--- src/rtl/layer_sequencer_pkg.sv ---
// Shared definitions for the layer sequencer: default sizing, FSM state
// encoding and a width helper used by the top and the result serializer.
package layer_sequencer_pkg;

  localparam int DEF_NUM_NEURON     = 30;
  localparam int DEF_NUM_WEIGHT     = 784;
  localparam int DEF_DATA_WIDTH     = 16;
  localparam int DEF_TIMEOUT_CYCLES = 1023;

  localparam logic [1:0] ST_IDLE   = 2'd0;
  localparam logic [1:0] ST_STREAM = 2'd1;
  localparam logic [1:0] ST_WAIT   = 2'd2;
  localparam logic [1:0] ST_DRAIN  = 2'd3;

  // Index width that stays legal for a single-entry range.
  function automatic int idx_width(input int n);
    return (n > 1) ? $clog2(n) : 1;
  endfunction

endpackage

--- src/rtl/layer_sequencer_result_serializer.sv ---
// Captures the packed neuron results once and hands them out one word per
// downstream handshake, neuron 0 first, flagging the final word.
module result_serializer
  import layer_sequencer_pkg::*;
#(
  parameter int numNeuron = DEF_NUM_NEURON,
  parameter int dataWidth = DEF_DATA_WIDTH
) (
  input  logic                           clk_i,
  input  logic                           rst_ni,
  input  logic                           capture_i,
  input  logic [numNeuron*dataWidth-1:0] n_out_i,
  input  logic                           out_ready_i,
  output logic [dataWidth-1:0]           out_data_o,
  output logic                           out_valid_o,
  output logic                           out_last_o,
  output logic                           done_o
);

  localparam int IDX_W = idx_width(numNeuron);
  localparam logic [IDX_W-1:0] LAST_IDX = IDX_W'(numNeuron - 1);

  logic [numNeuron*dataWidth-1:0] buf_q, buf_d;
  logic [IDX_W-1:0]               idx_q, idx_d;
  logic [IDX_W-1:0]               idx_inc_s;
  logic [dataWidth-1:0]           data_q, data_d;
  logic                           valid_q, valid_d;
  logic                           last_q, last_d;
  logic                           done_s;

  // Next-state: load on capture, otherwise step only on a downstream handshake.
  always_comb begin
    buf_d     = buf_q;
    idx_d     = idx_q;
    data_d    = data_q;
    valid_d   = valid_q;
    last_d    = last_q;
    done_s    = 1'b0;
    idx_inc_s = idx_q + 1'b1;
    if (capture_i) begin
      buf_d   = n_out_i;
      idx_d   = {IDX_W{1'b0}};
      data_d  = n_out_i[dataWidth-1:0];
      valid_d = 1'b1;
      last_d  = (LAST_IDX == {IDX_W{1'b0}});
    end else if (valid_q && out_ready_i) begin
      if (last_q) begin
        idx_d   = {IDX_W{1'b0}};
        data_d  = {dataWidth{1'b0}};
        valid_d = 1'b0;
        last_d  = 1'b0;
        done_s  = 1'b1;
      end else begin
        idx_d  = idx_inc_s;
        data_d = buf_q[int'(idx_inc_s)*dataWidth +: dataWidth];
        last_d = (idx_inc_s == LAST_IDX);
      end
    end else begin
      idx_d = idx_q;
    end
  end

  // Serializer state registers.
  always_ff @(posedge clk_i or negedge rst_ni) begin
    if (!rst_ni) begin
      buf_q   <= {(numNeuron*dataWidth){1'b0}};
      idx_q   <= {IDX_W{1'b0}};
      data_q  <= {dataWidth{1'b0}};
      valid_q <= 1'b0;
      last_q  <= 1'b0;
    end else begin
      buf_q   <= buf_d;
      idx_q   <= idx_d;
      data_q  <= data_d;
      valid_q <= valid_d;
      last_q  <= last_d;
    end
  end

  assign out_data_o  = data_q;
  assign out_valid_o = valid_q;
  assign out_last_o  = last_q;
  assign done_o      = done_s;

endmodule

--- src/rtl/layer_sequencer.sv ---
// Streams one input vector to a neuron layer, waits for all neuron results,
// then serializes them downstream; timeouts and partial results set err.
module layer_sequencer
  import layer_sequencer_pkg::*;
#(
  parameter int numNeuron     = DEF_NUM_NEURON,
  parameter int numWeight     = DEF_NUM_WEIGHT,
  parameter int dataWidth     = DEF_DATA_WIDTH,
  parameter int timeoutCycles = DEF_TIMEOUT_CYCLES
) (
  input  logic                           clk,
  input  logic                           rst,
  input  logic [dataWidth-1:0]           in_data,
  input  logic                           in_valid,
  output logic                           in_ready,
  output logic [dataWidth-1:0]           n_data,
  output logic                           n_valid,
  input  logic [numNeuron*dataWidth-1:0] n_out,
  input  logic [numNeuron-1:0]           n_outvalid,
  output logic [dataWidth-1:0]           out_data,
  output logic                           out_valid,
  input  logic                           out_ready,
  output logic                           out_last,
  output logic                           busy,
  output logic                           err
);

  localparam int CNT_W = $clog2(numWeight + 1);
  localparam int TO_W  = $clog2(timeoutCycles + 1);
  localparam logic [CNT_W-1:0] LAST_CNT  = CNT_W'(numWeight - 1);
  localparam logic [TO_W-1:0]  LAST_WAIT = TO_W'(timeoutCycles - 1);

  logic [1:0]           state_q, state_d;
  logic [CNT_W-1:0]     in_cnt_q, in_cnt_d;
  logic [TO_W-1:0]      wait_cnt_q, wait_cnt_d;
  logic                 err_q, err_d;
  logic [dataWidth-1:0] n_data_q;
  logic                 n_valid_q;
  logic                 in_ready_s;
  logic                 in_hs_s;
  logic                 all_valid_s;
  logic                 any_valid_s;
  logic                 capture_s;
  logic                 drain_done_s;

  assign in_ready_s  = (state_q == ST_IDLE) || (state_q == ST_STREAM);
  assign in_hs_s     = in_valid && in_ready_s;
  assign all_valid_s = &n_outvalid;
  assign any_valid_s = |n_outvalid;

  // Sequencer FSM; a complete result set wins over a same-cycle timeout.
  always_comb begin
    state_d    = state_q;
    in_cnt_d   = in_cnt_q;
    wait_cnt_d = wait_cnt_q;
    err_d      = err_q;
    capture_s  = 1'b0;
    case (state_q)
      ST_IDLE, ST_STREAM: begin
        if (in_hs_s) begin
          if (in_cnt_q == LAST_CNT) begin
            state_d    = ST_WAIT;
            in_cnt_d   = {CNT_W{1'b0}};
            wait_cnt_d = {TO_W{1'b0}};
          end else begin
            state_d  = ST_STREAM;
            in_cnt_d = in_cnt_q + 1'b1;
          end
        end else begin
          state_d = state_q;
        end
      end
      ST_WAIT: begin
        wait_cnt_d = wait_cnt_q + 1'b1;
        if (all_valid_s) begin
          capture_s = 1'b1;
          state_d   = ST_DRAIN;
        end else if (any_valid_s || (wait_cnt_q == LAST_WAIT)) begin
          err_d   = 1'b1;
          state_d = ST_IDLE;
        end else begin
          state_d = ST_WAIT;
        end
      end
      ST_DRAIN: begin
        if (drain_done_s) begin
          state_d = ST_IDLE;
        end else begin
          state_d = ST_DRAIN;
        end
      end
      default: begin
        state_d = ST_IDLE;
      end
    endcase
  end

  // FSM, counters and sticky error.
  always_ff @(posedge clk or negedge rst) begin
    if (!rst) begin
      state_q    <= ST_IDLE;
      in_cnt_q   <= {CNT_W{1'b0}};
      wait_cnt_q <= {TO_W{1'b0}};
      err_q      <= 1'b0;
    end else begin
      state_q    <= state_d;
      in_cnt_q   <= in_cnt_d;
      wait_cnt_q <= wait_cnt_d;
      err_q      <= err_d;
    end
  end

  // Broadcast register: each accepted word is presented to the neurons one cycle later.
  always_ff @(posedge clk or negedge rst) begin
    if (!rst) begin
      n_data_q  <= {dataWidth{1'b0}};
      n_valid_q <= 1'b0;
    end else begin
      if (in_hs_s) begin
        n_data_q <= in_data;
      end
      n_valid_q <= in_hs_s;
    end
  end

  result_serializer #(
    .numNeuron (numNeuron),
    .dataWidth (dataWidth)
  ) u_result_serializer (
    .clk_i       (clk),
    .rst_ni      (rst),
    .capture_i   (capture_s),
    .n_out_i     (n_out),
    .out_ready_i (out_ready),
    .out_data_o  (out_data),
    .out_valid_o (out_valid),
    .out_last_o  (out_last),
    .done_o      (drain_done_s)
  );

  assign in_ready = in_ready_s;
  assign n_data   = n_data_q;
  assign n_valid  = n_valid_q;
  assign busy     = (state_q != ST_IDLE);
  assign err      = err_q;

endmodule

--- config.mk ---
export PLATFORM = sky130hd
export DESIGN_NAME = layer_sequencer
export DESIGN_NICKNAME = d
export VERILOG_FILES = /design/src/rtl/layer_sequencer_pkg.sv /design/src/rtl/layer_sequencer_result_serializer.sv /design/src/rtl/layer_sequencer.sv
export SDC_FILE = /design/constraint.sdc
export NUM_CORES = 1
export LEC_CHECK = 0
export BUFFER_PORTS_ARGS = -buffer_cell sky130_fd_sc_hd__buf_2
export CAP_MARGIN = 20
export CORE_ASPECT_RATIO = 0.9
export CORE_UTILIZATION = 28
export CTS_CLUSTER_SIZE = 28
export DETAILED_ROUTE_END_ITERATION = 10
export GPL_TIMING_DRIVEN = 0
export SYNTH_ARGS = -nofsm -noshare
export SYNTH_HDL_FRONTEND = slang
export SYNTH_SLANG_ARGS = --single-unit
--- constraint.sdc ---
create_clock -name clk -period 4 [get_ports clk]
set_input_delay 0.2 -clock clk [delete_from_list [all_inputs] [get_ports clk]]
set_output_delay 0.2 -clock clk [all_outputs]
set_load 0.01 [all_outputs]
# Word-level counts from Yosys, hierarchy flattened
# Index checks and enable logic that the tools add are counted.
# Widths: inputs -> output; s select.
[totals]
register_bits = 543
output_inout_bits = 38
[op_classes]
n_shift = 1
n_addsub = 3
n_eq_ne = 8
reduce_logical = 16
n_mux = 27
bitwise = 1
[op_table]
columns = ["cell", "count"]
rows = [
  ["$shiftx 480x10->16", 1],
  ["$mux 16", 3],
  ["$mux 10", 3],
  ["$reduce_and 30->1", 1],
  ["$reduce_or 30->1", 1],
  ["$add 10x1->10 const B", 2],
  ["$eq 10x10->1 const B", 2],
  ["$pmux 10 s2", 1],
  ["$mux 5", 3],
  ["$mux 1", 11],
  ["$mux 2", 5],
  ["$reduce_bool 2->1", 4],
  ["$pmux 2 s3", 1],
  ["$reduce_and 3->1", 2],
  ["$add 5x1->5 const B", 1],
  ["$eq 5x5->1 const B", 1],
  ["$eq 2x2->1 const B", 2],
  ["$ne 2x2->1 const B", 2],
  ["$reduce_and 2->1", 2],
  ["$eq 2x1->1 const B", 1],
  ["$logic_and 1x1->1", 2],
  ["$logic_not 2->1", 1],
  ["$logic_or 1x1->1", 2],
  ["$reduce_or 2->1", 1],
  ["$not 1->1", 1],
]

# Logic depth before layout (Yosys ltp)
[depth]
depth_word = 6
ltp_mapped = 14
ltp_nobuf = 7

# By module
# A second synthesis with hierarchy kept.
[hier_totals]
cells_unflattened = 1634
hier_area_um2 = 24577.3
[by_module_without_submodules]
columns = ["module", "n_inst", "cells_per_inst", "area_each_um2", "seq_area_each_um2"]
rows = [
  ["result_serializer", 1, 1411, 22580.4, 12587.1],
  ["layer_sequencer", 1, 223, 1996.9, 1001.0],
]

# Least setup slack after synthesis
# No wires, ideal clock.
[synth_path]
path_type = "flip-flop to flip-flop"
from = "register u_result_serializer.idx_q[0]"
to = "register u_result_serializer.data_q[11] (netlist: u_result_serializer.out_data_o[11])"
period_less_slack_ps = 2806
path_slack_ps = 1194
path_buffers = 5
setup_ps = 131
t_required_ps = 3869
t_arrival_ps = 2675
path_stages_with_launch = 13
cell_sequence = "dfrtp_1 -> buf_6 -> buf_6 -> buf_4 -> inv_1 -> buf_4 -> ha_1 -> buf_2 -> mux4_2 -> mux2i_1 -> o221ai_1 -> a21oi_1 -> o211ai_1"
[synth_between]
elab_chain_cells = 5
[synth_lines]
columns = ["item", "line", "source"]
rows = [
  ["start: declaration", "layer_sequencer_result_serializer.sv:24", "logic [IDX_W-1:0] idx_q, idx_d;"],
  ["start signal: assignment", "layer_sequencer_result_serializer.sv:67", "idx_q <= {IDX_W{1'b0}};"],
  ["start signal: assignment", "layer_sequencer_result_serializer.sv:73", "idx_q <= idx_d;"],
  ["$add 5x1->5", "layer_sequencer_result_serializer.sv:39", "idx_inc_s = idx_q + 1'b1;"],
  ["$shiftx 480x10->16", "layer_sequencer_result_serializer.sv:55", "data_d = buf_q[int'(idx_inc_s)*dataWidth +: dataWidth];"],
  ["$mux 16", "layer_sequencer_result_serializer.sv:47", "if (last_q) begin"],
  ["$mux 16", "layer_sequencer_result_serializer.sv:46", "end else if (valid_q && out_ready_i) begin"],
  ["$mux 16", "layer_sequencer_result_serializer.sv:40", "if (capture_i) begin"],
  ["end signal: assignment", "layer_sequencer_result_serializer.sv:68", "data_q <= {dataWidth{1'b0}};"],
  ["end signal: assignment", "layer_sequencer_result_serializer.sv:74", "data_q <= data_d;"],
  ["end: declaration", "layer_sequencer_result_serializer.sv:26", "logic [dataWidth-1:0] data_q, data_d;"],
]
# Every way passes these cells. The select of a mux whose other input is x is not followed.
# A chain may end at the register's enable or synchronous reset.

# Final worst setup path
[layout_path]
from = "register u_result_serializer.idx_q[0]"
to = "register u_result_serializer.data_q[7] (netlist: u_result_serializer.out_data_o[7])"
# The elaborated chain is that of the path after synthesis.

==> results summary <==
The flow ran to the end, and the final reports show no timing, DRC or antenna violations. The power dissipated by switching net loads came out at 2.968 mW. Dividing total power by cell area gives a power density of 345.2 nW/um2. The number of antenna-violating nets in the routed design is 0. The number of clock sinks is 543.

Of all cell types, the one taking the most synthesized area is dfrtp_1. The initial core utilization is 28.47%. Clock tree synthesis inserted a total of 61 buffers. The minimum hold slack is 0.04784 ns. The total number of vias came out at 24520. The core region area is 88280 um2. The wire length of the first global-routing pass came out at ~160000 um. The delay contributed by the slowest stage of the critical path came out at 0.56 ns.

The number of buffers on the longest clock path came out at 3. The routability congestion estimate came out at approximately 1. Dividing the detail-routed wire length by the instance count gives 22.68 um. The worst setup path is launched from a flop.

Setup repair after global routing left no endpoint under its margin. The library cells used most frequently in the layout, excluding fill and tap cells, are nand2_1, buf_2, dfrtp_1, dlygate4sd3_1, mux4_2. After synthesis, the cell types taking the most area are dfrtp_1, nand2_1, mux4_2. After synthesis the cells add up to 25130 um2.

Between clock sinks in the finished design, the worst skew comes to 0.01991 ns. In the global route stage, overall resource usage came out at 24.67%. The hold violation count in the final report came to 0. The predominant post-synthesis flop cell is dfrtp_1. Before antenna repair, the detailed router went through 5 iterations. Net switching is 23.40% of the power.

The total power draw came out at 12.68 mW. Clock-pin slew was measured on the worst setup and hold paths at 0.06 ns. Walking the worst path, the cells encountered are buf_6 > buf_6 > buf_4 > inv_1 > buf_4 > ha_1 > clkbuf_4 > mux4_2 > mux2i_1 > o221ai_1 > a21oi_1 > o211ai_1. The share of layout cells above drive strength 1 came out at 24.10%.

The setup check on the worst reg-to-reg path leaves a slack of around 0.15 ns. The leakage power of the design came out at 19.12 nW. The area of the die came out at 90960 um2. The maximum number of pins on one net before global-route repair is 121. The destination of the worst register-to-register timing path is u_result_serializer.out_data_o[7]. The minimum period implied by the final worst setup slack came out at ~3.8 ns. The async set-or-reset flop fraction in the synthesized netlist came out at 100.0%. The placed wire-length estimate after detailed placement came out at 82420 um.

Of the total power, registers draw 44.3%. The power share of the combinational group came out at 8.0%. The max-capacitance violation count came out at 0. The vias per cell is 4.885. The utilization of the core after routing came out at around two fifths. The overall routed net length came out at 113900 um. In this run the worst hold path is classified as in2async. 568 I/O pins were placed. The placement-stage worst setup slack came out at -0.2926 ns.

The area added between synthesis and finish came out at 46.20%. The cell area after layout is between 30000 and 40000 um2. The DRC violations left came out at 0.

Leaving out fill and tap cells, the most frequent cell in the layout is nand2_1. The flip-flop and latch count after synthesis came out at about 540. The worst setup path is captured at a flop. The type of the setup path with the least slack is reg2reg. In this run the critical register-to-register path is launched from u_result_serializer.idx_q[0].

The die extent in y is 286.2 um. The cell area after placement came out at a little under 30000 um2. The via count of the first global-routing pass was 25128. The post-synthesis instance total came out at 2672. The number of nets in the synthesized netlist is between 3000 and 4000. Sequential elements use 54.06% of the synthesized area. The filler cell count in the final layout is about 8500. Internal power comes to between 9 and 10 mW. The number of DRC violations after detailed-routing iteration 0 is 2284. The number of setup violations in the final report is 0.

The number of pins with negative max-slew slack in the final report came out at 0. In this run the tightest slew margin relative to its limit is about a fifth. The critical path data arrival time came out at roughly 4.4 ns.

The post-route worst setup slack came out at between 0.15 and 0.2 ns. The largest fanout of any net on the critical path is 10. The required time of the critical path came out at around 4.5 ns. The initial antenna violation count came out at 14.

In this run the tool buffered the top-level ports with 567 buffer cells. The number of nets at the end of the flow came out at ~4300. The number of enable-type register cells in the synthesized netlist came out at 0. The share of the clock period used by the worst path came out at a little under 100%. The highest attainable clock frequency is 259.9 MHz. The transition time at the pin with the least slew margin came out at between 1 and 1.5 ns. Among all stages on the critical path, the largest delay is contributed by mux4_2.

The floorplan has between 100 and 150 rows. The tree is rooted in a clkbuf_16. The later pin in the worst-skew pair is clocked with a latency of 0.64 ns. The total number of H-tree levels is 2. After global routing the overflow that remains totals 0. The number of cells on the worst reg-to-reg path came out at 12. The count of warnings emitted by yosys came out at 0. The clock tree from TritonCTS is yes.

The highest ir drop seen on vdd came out at 312.3 uV. The synthesized area per cell is 9.406 um2. The clock network power share came out at approximately 48%. The post-synthesis cell type count is 50. The x dimension of the die is 317.8 um. The proportion of netlist area held by the largest area contributor is 54.06%. The post-CTS setup repair buffer count is 0.
state kept, by name (all words and copies together) (netlist names):
signal	cells
n_data	16
u_result_serializer.out_data_o	16
err	1
u_result_serializer.out_last_o	1
u_result_serializer.buf_q	480
in_cnt_q	10
u_result_serializer.idx_q	5
u_result_serializer.out_valid_o	1
state_q	2
n_valid	1
wait_cnt_q	10
kinds of logic (layout without fill, tap and decap cells):
group	count (synthesis)	in the layout	share of synthesized area (%)
adder cells (fa/ha/maj)	5	5	0.2489
XOR/XNOR	12	12	0.4481
other	0	10	0
AO/OA/AOI/OAI	124	124	3.191
buffers and inverters	179	1361	4.371
flip-flops	543	543	54.06
multiplexers	159	159	12.21
AND/OR/NAND/NOR	1650	1650	25.46
cell usage after synthesis, types with 2 or more instances:
cell type,n
a31oi_1,9
o211ai_1,10
nand4_1,17
nand2_1,1538
nor2b_1,4
o311ai_0,2
mux4_2,96
a21o_1,3
or2_2,2
ha_1,5
mux4_1,17
buf_4,63
clkbuf_1,18
a21oi_1,24
o22ai_1,15
and3_1,4
xnor2_1,7
a22oi_1,8
nor4_1,11
nand3_1,20
nand2b_1,4
nor3_1,7
buf_1,3
mux2i_1,46
nor2_1,26
buf_6,12
xor2_1,4
a211oi_1,4
o221ai_1,14
nand3b_1,10
inv_1,15
buf_2,67
dfrtp_1,543
o21ai_0,28
final cells by class:
class,count,area [um2],area share (%)
sequential,543,13590,36.98
clock inverter,34,431.7,1.175
tap,1155,1445,3.933
timing repair buffer,1070,7970,21.69
inverter,15,56.30,0.1532
clock buffer,78,1700,4.628
antenna,10,25.02,0.06810
buffer,164,1056,2.874
multi-input combinational,1950,10470,28.50
power groups by stage:
stage / sequential [mW] / combinational (mW) / clock (mW)
6_report: 5.62 / 1.01 / 6.05
5_1_grt: 5.63 / 1.09 / 6.33
4_1_cts: 5.62 / 0.994 / 6.15
3_5_place_dp: 5.72 / 0.601 / 0
3_3_place_gp: 5.72 / 0.578 / 0
2_1_floorplan: 5.72 / 0.101 / 0
per-stage QoR:
stage	std cells	TNS, ns
finish	5019	0
global route	5016	0
global placement	4394	-4858.51
floorplan	2672	0
detailed placement	4399	-1.982
CTS	5009	0
worst max path at each step:
stage / from / cells after the start / to / slack, ns
after floorplan: u_result_serializer.idx_q[0] / 12 / u_result_serializer.out_data_o[11] / 1.19
after global placement: rst / 1 / u_result_serializer.buf_q[437] / -9.03
after detailed placement: u_result_serializer.idx_q[0] / 13 / u_result_serializer.out_data_o[5] / -0.29
after CTS: u_result_serializer.idx_q[0] / 12 / u_result_serializer.out_data_o[7] / 0.07
after global routing: u_result_serializer.idx_q[0] / 13 / u_result_serializer.out_data_o[6] / 0.01
final: u_result_serializer.idx_q[0] / 12 / u_result_serializer.out_data_o[7] / 0.15
worst max-delay path, delay by kind of cell (launching register included):
kind / cells / cell delay (ns)
AO/OA/AOI/OAI: 3 / 0.74
adder cells (fa/ha/maj): 1 / 0.36
buffers and inverters: 6 / 1.32
flip-flops: 1 / 0.37
multiplexers: 2 / 0.87
metal layers:
layer	wire, um	share of wire (%)	GRT usage (%)	vias to the layer above
met5	33	0.029	0	-
met3	7359	6.5	3.670	326
li1	-	-	-	10966
met4	5604	4.9	11.25	4
met1	48400	43	32.99	12002
met2	52450	46	39.64	1222
repair_timing:
item / CTS / global route
hold buffers: 498 / 0
endpoints found under the setup margin: 14 / 4
cloned: 0 / 0
resized for setup: 7 / 3
pin swaps: 0 / 1
hold endpoints to repair: 869 / 0
Power figures use the tool's default switching activity.
